**config.mk**
```make
export PLATFORM = sky130hd
export DESIGN_NAME = mcoi_link_reset_sequencer
export DESIGN_NICKNAME = d
export VERILOG_FILES = /design/src/rtl/mcoi_link_reset_sequencer.sv
export SDC_FILE = /design/constraint.sdc
export NUM_CORES = 1
export LEC_CHECK = 0
export ABC_CLOCK_PERIOD_IN_PS = 3770
export BUFFER_PORTS_ARGS = -buffer_cell sky130_fd_sc_hd__buf_4
export CAP_MARGIN = 20
export CORE_UTILIZATION = 30
export CTS_BUF_LIST = sky130_fd_sc_hd__clkbuf_2 sky130_fd_sc_hd__clkbuf_4 sky130_fd_sc_hd__clkbuf_8
export DETAILED_ROUTE_END_ITERATION = 10
export GPL_TIMING_DRIVEN = 0
export HOLD_SLACK_MARGIN = 0.1
export PLACE_DENSITY_LB_ADDON = 0.1
export SKIP_CTS_REPAIR_TIMING = 1
export SLEW_MARGIN = 30
export SYNTH_ARGS = -nofsm -noshare
export SYNTH_HDL_FRONTEND = slang
export SYNTH_SLANG_ARGS = --single-unit
```
**constraint.sdc**
```tcl
create_clock -name clk_ik -period 3.77 [get_ports clk_ik]
set_input_delay 0.377 -clock clk_ik [delete_from_list [all_inputs] [get_ports clk_ik]]
set_output_delay 0.377 -clock clk_ik [all_outputs]
set_load 0.005 [all_outputs]
```
**src/rtl/mcoi_link_reset_sequencer.sv**
```systemverilog
// Optical link bring-up sequencer: PLL settle, GBT TX/RX reset pulses, RX alignment wait, fault retry.
// Optional MCOI_LINK_SEQ_RETRY_LIMIT_EN: stop in HALT once MAX_RETRIES faults accumulate.
module mcoi_link_reset_sequencer #(
  parameter int unsigned SETTLE_CYCLES     = 1024,
  parameter int unsigned TX_RESET_CYCLES   = 16,
  parameter int unsigned RX_RESET_CYCLES   = 16,
  parameter int unsigned RX_TIMEOUT_CYCLES = 1000000,
  parameter int unsigned MAX_RETRIES       = 8
) (
  input  logic       clk_ik,
  input  logic       rst_n_ir,
  input  logic       pll_locked_i,
  input  logic       los_i,
  input  logic       rx_ready_i,
  output logic       tx_disable_o,
  output logic       rate_select_o,
  output logic       tx_reset_o,
  output logic       rx_reset_o,
  output logic       link_up_o,
  output logic [7:0] retry_count_o,
  output logic [2:0] state_o
);

  localparam int unsigned M1   = (SETTLE_CYCLES > TX_RESET_CYCLES) ? SETTLE_CYCLES : TX_RESET_CYCLES;
  localparam int unsigned M2   = (M1 > RX_RESET_CYCLES) ? M1 : RX_RESET_CYCLES;
  localparam int unsigned M3   = (M2 > RX_TIMEOUT_CYCLES) ? M2 : RX_TIMEOUT_CYCLES;
  localparam int unsigned M4   = (M3 > MAX_RETRIES) ? M3 : MAX_RETRIES;
  localparam int unsigned CW   = $clog2(M4) + 1;

  typedef enum logic [2:0] {
    IDLE     = 3'd0,
    WAIT_PLL = 3'd1,
    TX_RST   = 3'd2,
    RX_RST   = 3'd3,
    WAIT_RX  = 3'd4,
    UP       = 3'd5,
    FAULT    = 3'd6,
    HALT     = 3'd7
  } state_t;

  state_t      state_q, state_d;
  logic [CW-1:0] cnt_q, cnt_d;
  logic [7:0]  retry_q, retry_d;
  logic [1:0]  lock_sync_q, los_sync_q, rdy_sync_q;
  logic        tx_disable_q, tx_reset_q, rx_reset_q, link_up_q;
  logic        lock_s, los_s, rdy_s;

  assign lock_s = lock_sync_q[1];
  assign los_s  = los_sync_q[1];
  assign rdy_s  = rdy_sync_q[1];

  always_comb begin
    state_d = state_q;
    cnt_d   = cnt_q;
    retry_d = retry_q;
    case (state_q)
      IDLE:     state_d = WAIT_PLL;
      WAIT_PLL: begin
        if (!lock_s)                               cnt_d = '0;
        else if (cnt_q == CW'(SETTLE_CYCLES - 1))  state_d = TX_RST;
        else                                       cnt_d = cnt_q + CW'(1);
      end
      TX_RST: begin
        if (cnt_q == CW'(TX_RESET_CYCLES - 1))     state_d = RX_RST;
        else                                       cnt_d = cnt_q + CW'(1);
      end
      RX_RST: begin
        if (los_s)                                 cnt_d = '0;
        else if (cnt_q == CW'(RX_RESET_CYCLES - 1)) state_d = WAIT_RX;
        else                                       cnt_d = cnt_q + CW'(1);
      end
      WAIT_RX: begin
        if (los_s)                                 state_d = FAULT;
        else if (rdy_s)                            state_d = UP;
        else if (cnt_q == CW'(RX_TIMEOUT_CYCLES - 1)) state_d = FAULT;
        else                                       cnt_d = cnt_q + CW'(1);
      end
      UP: begin
        if (!rdy_s || los_s)                       state_d = FAULT;
      end
      FAULT: begin
`ifdef MCOI_LINK_SEQ_RETRY_LIMIT_EN
        if (retry_q >= 8'(MAX_RETRIES))            state_d = HALT;
        else                                       state_d = RX_RST;
`else
        state_d = RX_RST;
`endif
      end
      HALT: begin
`ifdef MCOI_LINK_SEQ_RETRY_LIMIT_EN
        state_d = HALT;
`else
        state_d = IDLE;
`endif
      end
      default:  state_d = IDLE;
    endcase

    // Lock loss overrides every other transition decided above.
    if (!lock_s && !(state_q inside {IDLE, WAIT_PLL, HALT})) state_d = WAIT_PLL;

    // The retry count moves on entry so FAULT already shows the new value.
    if (state_d != state_q) begin
      cnt_d = '0;
      if (state_d == FAULT && retry_q != 8'hFF) retry_d = retry_q + 8'd1;
      if (state_d == UP)                        retry_d = '0;
    end
  end

  always_ff @(posedge clk_ik or negedge rst_n_ir) begin
    if (!rst_n_ir) begin
      state_q      <= IDLE;
      cnt_q        <= '0;
      retry_q      <= '0;
      lock_sync_q  <= '0;
      los_sync_q   <= '0;
      rdy_sync_q   <= '0;
      tx_disable_q <= 1'b1;
      tx_reset_q   <= 1'b1;
      rx_reset_q   <= 1'b1;
      link_up_q    <= 1'b0;
    end else begin
      lock_sync_q  <= {lock_sync_q[0], pll_locked_i};
      los_sync_q   <= {los_sync_q[0], los_i};
      rdy_sync_q   <= {rdy_sync_q[0], rx_ready_i};
      state_q      <= state_d;
      cnt_q        <= cnt_d;
      retry_q      <= retry_d;
      tx_disable_q <= state_d inside {IDLE, WAIT_PLL, HALT};
      tx_reset_q   <= state_d inside {IDLE, WAIT_PLL, TX_RST, HALT};
      rx_reset_q   <= !(state_d inside {WAIT_RX, UP});
      link_up_q    <= (state_d == UP);
    end
  end

  assign tx_disable_o  = tx_disable_q;
  assign tx_reset_o    = tx_reset_q;
  assign rx_reset_o    = rx_reset_q;
  assign link_up_o     = link_up_q;
  assign retry_count_o = retry_q;
  assign state_o       = state_q;
  assign rate_select_o = 1'b0;

endmodule

```
==> summary.md <==
| Metric | Value |
|---|---|
| Worst slew pin tran | 0.656 ns |
| DP Cell Count | 419 |
| Period utilization | 0.759 |
| Fin crit period | roughly 2.9 ns |
| HPWL Detailed | 4.77 mm |
| Status | complete, no violations |
| Htree depth | 2 |
| R2R Path End | cnt_q[2] |
| Leakage | about 1.3 nW |
| Nets | 328 |
| Routability cong. | between 0.8 and 0.9 |
| Seq pwr share | 0.485 |
| Final Slew Violations | 0 |
| WL final | 6.78 mm |
| Cell Area, Synth | between 2000 and 3000 um^2 |
| Port buffer count | 19 |
| Switching share of total power | 0.208 |
| Share of layout cells above drive strength 1 | 0.205 |
| Crit Path Class | reg2reg |
| Vias per cell | 5.31 |
| Clock tree buffer depth | 2 |
| Worst hold path class | in2async |
| Number of synthesized flops with an enable pin | 0 |
| Psw | 0.000197 W |
| Die area | 9110 um^2 |
| Total negative slack | 0 ns |
| Clk_lat worst skew | about 0.30 ns |
| Cell taking the most area after synthesis | dfrtp_1 |
| Critical path arrival | 3.04 ns |
| Clk sinks | 42 |
| Post-route setup slack | 0.910 ns |
| Register-to-register setup slack | 0.91 ns |
| Yosys warning total | 0 |
| Synth unique cells | 63 |
| Initial Utilization | 0.314 |
| Yosys reg bits | 42 |
| Die H | 95.5 um |
| Post-route DRC | 0 |
| Crit. End Element | register |
| Syn nets | 302 |
| Global-route wire length before repair | 11.2 mm |
| RSZ-0062 raised after global routing | no |
| Clock network power share | 0.472 |
| CTS tree | yes |
| GRT Total Usage | 0.163 |
| Initial antenna violation count | 0 |
| Mean Syn Cell Area | between 8 and 9 um^2 |
| Worst EP required | 3.95 ns |
| Initial DRC Count | 105 |
| Sequential cell area fraction in the yosys report | 0.403 |
| Number of cell rows | 33 |
| GRT overflow | 0 |
| Largest net degree at the start of global routing | 43 |
| Clock transition at path regs | 0.09 ns |
| Max_slew headroom | 0.561 |
| Count leader, synth | dfrtp_1 |
| Post-Synthesis Cells | 295 |
| N_diodes | 0 |
| PD cells | 312 nW/um^2 |
| Worst Skew | 0.00792 ns |
| Top-area cell type share of the netlist area | 0.372 |
| Final hold viol count | 0 |
| CP max FO | 10 |
| 1st-pass router iterations | 4 |
| Area grow syn2layout | 15.9% |
| # IOs | 21 |
| R2r worst-path depth | 9 |
| Final setup fails | 0 |
| Horiz. Die Dim | 95.5 um |
| Internal Power | 0.000751 W |
| Place WS | 0.949 ns |
| Drt wl/cell | about 16 um |
| Area contributors post-synth | dfrtp_1, a21oi_1, nor2_1 |
| Non-filler instance count after layout | 427 |
| Ys flop type | dfrtp_1 |
| Worst vdd ir | 0.135 mV |
| Top post-synthesis cells by count | dfrtp_1, nor2_1, a21oi_1 |
| Combinational group share of total power | 0.043 |
| Max Fclk | 350 MHz |
| CTS Buf Count | 5 |
| RR Startpoint | cnt_q[0] |
| Max_cap viols | 0 |
| Vias | 2,267 |
| Root Driver | clkbuf_8 |
| CP startpoint kind | register |
| Asr flop ratio synth | 1.00 |
| Number of global-route vias before repair | 2,136 |
| Area of the core | 8340 um^2 |
| Antenna Nets Post-Route | 0 |
## how the worst max path moves through the flow
stage,from,endpoint,depth (start not counted)
after floorplan,cnt_q[0],retry_count_o[2],8
after global placement,cnt_q[0],cnt_q[2],9
after detailed placement,cnt_q[0],cnt_q[1],9
final,cnt_q[0],cnt_q[2],9
after global routing,cnt_q[0],cnt_q[2],9
after CTS,cnt_q[0],cnt_q[2],9
## power groups by stage
stage	registers (W)	clock network, W	logic (W)
4_1_cts	0.000460	0.000463	0.0000418
5_1_grt	0.000461	0.000483	0.0000473
3_3_place_gp	0.000469	0	0.0000420
3_5_place_dp	0.000469	0	0.0000418
2_1_floorplan	0.000468	0	0.0000222
6_report	0.000460	0.000447	0.0000408
## layout by cell type (no fill, tap or decap), drive strengths merged, types with 2 or more instances in the layout
cell and count:
dfrtp 39, buf 34, nor2 31, a21oi 31, o21ai 26, nand3 17, nand2 16, or3 12
inv 10, a31oi 9, clkbuf 9, nor4 8, nor2b 7, nor3 7, nand4 6, nand3b 5
xnor2 4, or2 4, and4 3, and3 3, a211oi 3, dfstp 3, or4 3, o211a 2
a21o 2, nand4b 2, ha 2, bufinv 2, or3b 2, o221ai 2, nor3b 2
## flip-flops by register name, indices dropped and copies added (netlist names)
register       flops
rdy_sync_q         2
retry_count_o      8
cnt_q             21
los_sync_q         2
state_o            3
link_up_o          1
lock_sync_q        2
tx_disable_o       1
rx_reset_o         1
tx_reset_o         1
## cell type report
type	count	area (um^2)
buffer	18	118
clock buffer	6	82.6
clock inverter	2	60.1
fill	880	5300
inverter	10	37.5
multi-input combinational	225	1410
sequential	42	1050
tap	105	131
timing repair buffer	19	143
## critical path: stages, from the launching register on
cell and delay (ns):
dfrtp_1 0.43, ha_1 0.25, nand3_2 0.18, or4_4 0.51
or3_4 0.39, a21oi_2 0.28, buf_4 0.24, nor2_1 0.17
a31oi_1 0.21, a21oi_1 0.08
## metal layers
layer | routed length [um] | global-route usage | up-vias
li1 | - | - | 1135
met1 | 3340 | 0.226 | 1086
met2 | 3120 | 0.254 | 38
met3 | 207 | 0.0279 | 8
met4 | 120 | 0.0609 | 0
met5 | 0 | 0 | -
## per-stage QoR
step	instance area (um^2)	hold WS, ns	power [W]	utilization
2_1_floorplan	2620	0.0814	0.000490	-
3_3_place_gp	2890	0.332	0.000511	0.347
3_5_place_dp	2890	0.335	0.000511	0.347
4_1_cts	3040	0.0746	0.000965	0.364
5_1_grt	3040	0.101	0.000992	0.364
6_report	3040	0.0566	0.000948	0.364
## logic make-up after synthesis
kind of cell / count (synthesis) / synth area share
simple gates: 132 / 0.303
flops: 42 / 0.403
other cells: 1 / 0.00143
xor+xnor: 4 / 0.0134
compound gates: 86 / 0.211
buf+inv: 28 / 0.0592
fa+ha+maj: 2 / 0.00955
Power figures use the tool's default switching activity.
